`src/rtl/victim_cache_pkg.sv`:
```
// Shared widths, state encoding and entry layout for the victim buffer.
package victim_cache_pkg;

    localparam int unsigned s_offset = 5;
    localparam int unsigned s_index  = 4;
    localparam int unsigned s_tag    = 32 - s_offset - s_index;
    localparam int unsigned s_line   = 256;
    localparam int unsigned s_depth  = 4;

    // Line address is {tag, index}; pointer indexes one of s_depth slots.
    localparam int unsigned s_addr = s_tag + s_index;
    localparam int unsigned s_ptr  = $clog2(s_depth);

    typedef enum logic {
        IDLE = 1'b0,
        WB   = 1'b1
    } vc_state_t;

    typedef struct packed {
        logic              valid;
        logic              dirty;
        logic [s_addr-1:0] addr;
        logic [s_line-1:0] data;
    } vc_entry_t;

endpackage

```
`src/rtl/victim_cam.sv`:
```
// Fully-associative address match across all victim entries.
module victim_cam
    import victim_cache_pkg::*;
(
    input  logic [s_depth-1:0][s_addr-1:0] entry_addr,
    input  logic [s_depth-1:0]             entry_valid,
    input  logic [s_addr-1:0]              lookup_addr,
    output logic [s_depth-1:0]             hit_vec,
    output logic                           hit,
    output logic [s_ptr-1:0]               hit_idx
);

    // Compare every valid entry; at most one can match, so OR-ing indices encodes it.
    always_comb begin
        hit_vec = '0;
        hit_idx = '0;
        for (int i = 0; i < int'(s_depth); i++) begin
            hit_vec[i] = entry_valid[i] && (entry_addr[i] == lookup_addr);
            if (hit_vec[i]) begin
                hit_idx = hit_idx | s_ptr'(i);
            end
        end
        hit = |hit_vec;
    end

endmodule

```
`src/rtl/victim_cache.sv`:
```
// Victim buffer: same-cycle lookup, insert/take/swap, dirty write-back on displacement.
module victim_cache
    import victim_cache_pkg::*;
(
    input  logic              clk,
    input  logic              rst,
    input  logic              lookup,
    input  logic [s_addr-1:0] lookup_addr,
    output logic              lookup_hit,
    output logic [s_line-1:0] victim_data_o,
    output logic [s_tag-1:0]  victim_tag_o,
    output logic              victim_valid_o,
    output logic              victim_dirty_o,
    input  logic              take,
    input  logic              evict,
    input  logic [s_addr-1:0] evict_addr,
    input  logic [s_line-1:0] evict_data,
    input  logic              evict_dirty,
    output logic              evict_ready,
    output logic              busy,
    output logic [31:0]       pmem_address,
    output logic [s_line-1:0] pmem_wdata,
    output logic              pmem_write,
    input  logic              pmem_resp
);

    vc_entry_t [s_depth-1:0] entries_q, entries_d;
    vc_entry_t               stage_q, stage_d;
    logic [s_ptr-1:0]        rr_q, rr_d;
    vc_state_t               state_q, state_d;

    logic [s_depth-1:0][s_addr-1:0] cam_addr;
    logic [s_depth-1:0]             cam_valid;
    logic [s_depth-1:0]             hit_vec;
    logic                           cam_hit;
    logic [s_ptr-1:0]               hit_idx;
    logic                           free_found;
    logic [s_ptr-1:0]               free_idx;
    vc_entry_t                      new_entry;

    // Present stored addresses and valid bits to the match array.
    always_comb begin
        cam_addr  = '0;
        cam_valid = '0;
        for (int i = 0; i < int'(s_depth); i++) begin
            cam_addr[i]  = entries_q[i].addr;
            cam_valid[i] = entries_q[i].valid;
        end
    end

    victim_cam u_cam (
        .entry_addr  (cam_addr),
        .entry_valid (cam_valid),
        .lookup_addr (lookup_addr),
        .hit_vec     (hit_vec),
        .hit         (cam_hit),
        .hit_idx     (hit_idx)
    );

    // Lowest-numbered invalid slot wins; scan downward so the last write is the lowest.
    always_comb begin
        free_found = 1'b0;
        free_idx   = '0;
        for (int i = int'(s_depth) - 1; i >= 0; i--) begin
            if (!entries_q[i].valid) begin
                free_found = 1'b1;
                free_idx   = s_ptr'(i);
            end
        end
    end

    // Incoming line as it would be stored.
    always_comb begin
        new_entry       = '0;
        new_entry.valid = 1'b1;
        new_entry.dirty = evict_dirty;
        new_entry.addr  = evict_addr;
        new_entry.data  = evict_data;
    end

    // Lookup and write-back outputs; entries are hidden while a write-back is pending.
    always_comb begin
        busy           = (state_q == WB);
        evict_ready    = !busy;
        lookup_hit     = lookup && !busy && cam_hit;
        victim_valid_o = lookup_hit;
        victim_data_o  = '0;
        victim_tag_o   = '0;
        victim_dirty_o = 1'b0;
        if (lookup_hit) begin
            victim_data_o  = entries_q[hit_idx].data;
            victim_tag_o   = entries_q[hit_idx].addr[s_addr-1:s_index];
            victim_dirty_o = entries_q[hit_idx].dirty;
        end
        pmem_write   = busy;
        pmem_address = '0;
        pmem_wdata   = '0;
        // entry[rr] cannot change while busy, so driving from it keeps pmem outputs stable.
        if (busy) begin
            pmem_address = {entries_q[rr_q].addr, {s_offset{1'b0}}};
            pmem_wdata   = entries_q[rr_q].data;
        end
    end

    // Next-state: insert/take/swap in IDLE, install the staged line on write-back completion.
    always_comb begin
        entries_d = entries_q;
        stage_d   = stage_q;
        rr_d      = rr_q;
        state_d   = state_q;
        unique case (state_q)
            IDLE: begin
                if (lookup_hit && take && evict) begin
                    entries_d[hit_idx] = new_entry;
                end else if (evict) begin
                    if (free_found) begin
                        entries_d[free_idx] = new_entry;
                    end else if (!entries_q[rr_q].dirty) begin
                        entries_d[rr_q] = new_entry;
                        rr_d            = rr_q + s_ptr'(1);
                    end else begin
                        stage_d = new_entry;
                        state_d = WB;
                    end
                end else if (lookup_hit && take) begin
                    for (int i = 0; i < int'(s_depth); i++) begin
                        if (hit_vec[i]) begin
                            entries_d[i].valid = 1'b0;
                        end
                    end
                end
            end
            WB: begin
                if (pmem_resp) begin
                    entries_d[rr_q] = stage_q;
                    rr_d            = rr_q + s_ptr'(1);
                    state_d         = IDLE;
                end
            end
            default: state_d = IDLE;
        endcase
    end

    // State registers; reset drops all entries and any staged line.
    always_ff @(posedge clk or negedge rst) begin
        if (!rst) begin
            entries_q <= '0;
            stage_q   <= '0;
            rr_q      <= '0;
            state_q   <= IDLE;
        end else begin
            entries_q <= entries_d;
            stage_q   <= stage_d;
            rr_q      <= rr_d;
            state_q   <= state_d;
        end
    end

endmodule

```
`config.mk`:
```
export PLATFORM = sky130hd
export DESIGN_NAME = victim_cache
export DESIGN_NICKNAME = d
export VERILOG_FILES = /design/src/rtl/victim_cache_pkg.sv /design/src/rtl/victim_cam.sv /design/src/rtl/victim_cache.sv
export SDC_FILE = /design/constraint.sdc
export NUM_CORES = 2
export LEC_CHECK = 0
export CORE_ASPECT_RATIO = 1.2
export CORE_MARGIN = 3
export CORE_UTILIZATION = 40
export CTS_CLUSTER_DIAMETER = 50
export DETAILED_ROUTE_END_ITERATION = 8
export SYNTH_ARGS = -nofsm -noshare
export SYNTH_HDL_FRONTEND = slang
export SYNTH_SLANG_ARGS = --single-unit
```
`constraint.sdc`:
```
create_clock -name clk -period 6.75 [get_ports clk]
set_clock_uncertainty 0.05 [all_clocks]
set_input_delay 1.35 -clock clk [delete_from_list [all_inputs] [get_ports clk]]
set_output_delay 1.35 -clock clk [all_outputs]
set_load 0.005 [all_outputs]
```
== After elaboration in Yosys (flattened, before gate mapping) ==
Cells that the tools add are included.
Widths: inputs -> output; s select.
Word-level totals
  output and inout port bits: 573
  bits of input ports: 317
  register bits after elaboration: 1428
  logic and storage cells: 132
Cells by class
  reduce and logical (&&, ||, !) cells: 20
  mux-type cells: 63
  bitwise gates (word level): 3
  add/subtract/negate cells: 1
  equal/unequal tests: 17
  $lt $le $gt $ge: 6
Operators with widths (number)
  $bwmux 1140: 4
  $mux 1140: 4
  $pmux 1140 s2: 1
  $demux 285 s2: 3
  $mux 284: 6
  $bmux 285 s2: 2
  $mux 285: 3
  $mux 256: 2
  $eq 27x27->1: 4
  $mux 32: 1
  $ne 4x4->1 const B: 6
  $mux 1: 23
  $mux 23: 1
  $mux 2: 11
  $reduce_and 4->1: 4
  $logic_and 1x1->1: 11
  $ne 2x2->1 const B: 5
  $reduce_and 5->1: 2
  $lt 2x3->1 const B: 3
  $ge 2x1->1 const B: 3
  $ne 5x5->1 const B: 1
  $pmux 2 s2: 1
  $reduce_or 4->1: 1
  $ne 3x3->1 const B: 1
  other kinds (5): 7

== Longest topological paths before layout ==
  depth in word-level cells: 13
  depth in mapped cells: 16
  mapped depth without buffers: 10

== Cells and area by module ==
From an unflattened synthesis, not the netlist that was laid out.
Unflattened totals
  cells, all modules: 7239
  area, all modules: 81672.1 µm²
By module, submodules not included
  victim_cache: times used 1, seq. area each 35734.3 µm², area each 80414.6 µm², cells each 7083
  victim_cam: times used 1, seq. area each 0.0 µm², area each 1257.5 µm², cells each 156

== Worst setup path after synthesis ==
OpenSTA, ideal clock, no wires.
  path type: input -> output
  start: in lookup_addr[3]
  end: out victim_data_o[196]
  path buffers: 3
  stages on the path: 11
  data required time: 5350 ps
  setup slack: 1874 ps
  data arrival time: 3476 ps
  cell sequence: buf_6 > xnor2_1 > nand4_1 > nor4_2 > nand4_4 > nor2_2 > clkbuf_1 > clkbuf_1 > o2bb2ai_1 > a22oi_1 > nor2_1
Between the ends
  word-level cells in the longest chain between the ends: 8
  elaborated cells between the ends (all ways): 16
  classes of those cells: eq/ne (4); mux (6); reduce/logical (6)
RTL lines
  from (decl): RTL line victim_cache.sv:8  | input logic [s_addr-1:0] lookup_addr,
  $eq 27x27->1: RTL line victim_cam.sv:18  | hit_vec[i] = entry_valid[i] && (entry_addr[i] == lookup_addr);
  $logic_and 1x1->1: RTL line victim_cam.sv:18
  $mux 1: RTL line victim_cam.sv:19  | if (hit_vec[i]) begin
  $mux 2 (2 in a row): RTL line victim_cam.sv:19
  $bmux 285 s2: RTL line victim_cache.sv:91  | victim_data_o = entries_q[hit_idx].data;
  $mux 284
  $mux 256 *: RTL line victim_cache.sv:90  | if (lookup_hit) begin
  to (decl): RTL line victim_cache.sv:10  | output logic [s_line-1:0] victim_data_o,
Mark *: on every way between the ends. The rest lies on a longest branch, timed or not. The select of a mux whose other input is x is not followed.

== Final worst setup path ==
  start: in lookup_addr[26]
  end: out victim_data_o[62]
Same word-level chain as after synthesis.

==> metrics.md <==
| Metric | Value |
|---|---|
| Sequential Power Share | 0.424 |
| Slew @ Worst Pin | 1.157 ns |
| P_int | around 21 mW |
| CP Class | input port to primary output |
| Clock latency on the worst-skew pair | approximately 0.85 ns |
| Worst Reg-to-Reg Cells | 11 |
| Synthesized flop and latch total | 1,428 |
| Core Area | 0.2097 sq mm |
| Hpwl dp | 220,300 microns |
| Slew Limit Fails | 0 |
| Antenna viol nets, final | 0 |
| Main synth FF type | dfrtp_1 |
| Syn-to-layout area delta | 21.66% |
| Status | finished clean |
| Average routed wire per standard cell | 29.75 microns |
| Detailed-router iteration count before antenna repair | 6 |
| Worst-path clk slew | roughly 0.06 ns |
| Layout cells sized above 1 | 0.09467 |
| Initial antenna violation count | 39 |
| Share of the synthesized area in the top cell type | 0.4226 |
| Post-CTS Hold Buffers | 0 |
| Clk sinks | approximately 1,400 |
| Worst IR Drop VDD | 0.0002701 V |
| Largest net degree at the start of global routing | between 150 and 200 |
| PD cells | around 310 mW/mm^2 |
| Post-Syn Area | 0.08457 sq mm |
| Max Cap Violations | 0 |
| GRT Util Overall | 0.3328 |
| Netlist cell types | 59 |
| Clock share of power | 0.312 |
| Post-synth EDFFs | 0 |
| Critical path arrival | 5.28 ns |
| Startpoint Class | input port |
| Resize count post-CTS | 0 |
| Static Leak | ~43 nW |
| Fmax | roughly 150 MHz |
| Number of global-route vias before repair | 80,940 |
| Initial Utilization | 0.4032 |
| Routability cong. | a little under 1 |
| Core Rows | between 150 and 200 |
| TritonCTS buffer count | about 170 |
| Sequential-to-total area share from yosys stat | 0.4226 |
| Mean Syn Cell Area | around 9 sq um |
| CTS root buf | clkbuf_16 |
| CP cell instances | clkdlybuf4s50_1, xor2_1, nor4b_1, nand3_1, or4_4, buf_12, buf_12, mux2i_1, o2bb2ai_1, a22oi_1, nor2_1, clkdlybuf4s50_1 |
| CP peak stage delay | about 0.62 ns |
| RSZ-0062 raised after global routing | no |
| Initial detailed-routing violation count | 9,927 |
| CTS tree | done |
| Die Area | roughly 0.22 sq mm |
| Width of the die | approximately 430 microns |
| Vias | 81,680 |
| Pre-CTS WS | approximately 0.15 ns |
| Cell accounting for the most synthesized area | dfrtp_1 |
| Net Sw Frac | 0.3435 |
| Die Ht | slightly above 500 microns |
| Top post-synthesis cells by area | dfrtp_1, a21oi_1, mux4_2, a2bb2oi_1, a22oi_1 |
| Required @ worst endpoint | approximately 5.4 ns |
| Async set-or-reset flop fraction in the synthesized netlist | 1.000 |
| Warnings from Yosys | 0 |
| Proportion of power drawn by combinational gates | 0.263 |
| Routed wire length | roughly 370,000 microns |
| Hold Vio Cnt, Final | 0 |
| Crit-path max FO | 28 |
| Final setup vio count | 0 |
| Final nets | just under 10,000 |
| Crit. End Element | primary output |
| First-pass GRT wire length | 548,900 microns |
| GRT overflow | 0 |
| Vias per cell | ~6.5 |
| Final worst path period share | 0.9891 |
| Switching power | 10.97 mW |
| Port Buffers | 884 |
| Slew headroom | 0.2284 |
| Final Util | 0.4905 |
| Commonest non-fill, non-tap cell in the layout | a21oi_1 |
| Clock buffer depth | 3 |
| CP max-delay cell | or4_4 |
| Min-Delay Path Class | input port to async pin |
| Postcts setup bufs | 0 |
| Setup tns final | 0 ns |
| Final min period | 6.676 ns |
| Drt drc | 0 |
| H-tree depth | 4 |
| Most frequent cells in the layout | a21oi_1, dfrtp_1, clkdlybuf4s50_1 |
| Ports | just under 900 |
| Mapped Cells | ~9,000 |
| Worst Slack Setup Final | about 0.074 ns |
## cell type report
| class | instances | area [sq um] |
|---|---|---|
| antenna | 29 | 72.57 |
| multi-input combinational | 6514 | 43720 |
| clock inverter | 86 | 1150 |
| sequential | 1428 | 35750 |
| inverter | 293 | 1115 |
| timing repair buffer | 1194 | 12640 |
| clock buffer | 235 | 4936 |
| tap | 2790 | 3491 |
| fill | 19440 | 106900 |
## worst max-delay path, delay by kind of cell
family	cells	cell delay, ns
buffers and inverters	4	1.53
AND/OR/NAND/NOR	4	1.34
AO/OA/AOI/OAI	2	0.55
XOR/XNOR	1	0.24
multiplexers	1	0.15
## power groups by stage
stage / Combinational (mW) / Sequential [mW] / Clock [mW]
finish: 8.41 / 13.5 / 9.97
global route: 8.98 / 13.8 / 10.4
CTS: 8.30 / 13.5 / 10.1
detailed placement: 8.26 / 13.6 / 0
global placement: 8.15 / 13.5 / 0
floorplan: 5.89 / 12.6 / 0
## kinds of logic after synthesis
group / count (synthesis) / synth area share
AOI/OAI and AO/OA: 4017 / 0.2939
and+or+nand+nor: 1814 / 0.1002
DFF: 1428 / 0.4226
buffers and inverters: 1284 / 0.06256
muxes: 565 / 0.1089
xor gates and xnor gates: 109 / 0.01129
adders and majority gates: 4 / 0.0005918
other: 1 / 0.00004434
## per-layer routing
| metal | track usage | up-vias | part of all wire |
|---|---|---|---|
| li1 | - | 34350 | - |
| met1 | 0.4345 | 40750 | 0.38 |
| met2 | 0.5100 | 5487 | 0.45 |
| met3 | 0.07799 | 1078 | 0.11 |
| met4 | 0.1847 | 18 | 0.057 |
| met5 | 0 | - | 0.00042 |
## stage by stage
stage / total power [mW] / cell area (sq um) / std cells / hold slack [ns]
after CTS: 31.81 / 102800 / 12540 / 0.2890
after global placement: 21.63 / 96720 / 12220 / 0.4347
after floorplan: 18.49 / 84580 / 9226 / 0.4161
final: 31.93 / 102900 / 12570 / 0.2362
after detailed placement: 21.83 / 96720 / 12220 / 0.4423
after global routing: 33.23 / 102900 / 12570 / 0.2734
## cells in the mapped netlist (all sizes together), types with 280 or more instances
library cell,instances
inv,293
a22oi,566
a21oi,1707
nand2,591
nor2b,287
clkbuf,657
nor2,577
dfrtp,1428
mux2i,280
o2bb2ai,281
a2bb2oi,569
o21ai,864
buf,334
and2,289
mux4,284
## path summary, 6_finish.rpt
check / from / end / slack (ns)
worst max-delay path: lookup_addr[26] / victim_data_o[62] / 0.07
worst min-delay path: rst / entries_q[931] / 0.24
worst max register to register: cam_addr[64] / entries_q[1026] / 1.96
worst min register to register: entries_q[132] / entries_q[132] / 0.46
max in group asynchronous: rst / stage_q[174] / 4.57
min in group clk: entries_q[132] / entries_q[132] / 0.46
## registers in the layout (all words and copies together), names as in the netlist
signal,count
rr_q,2
cam_valid,4
entries_q,1028
busy,1
cam_addr,108
stage_q,285
Note: power is estimated with default switching activity, not from simulation.
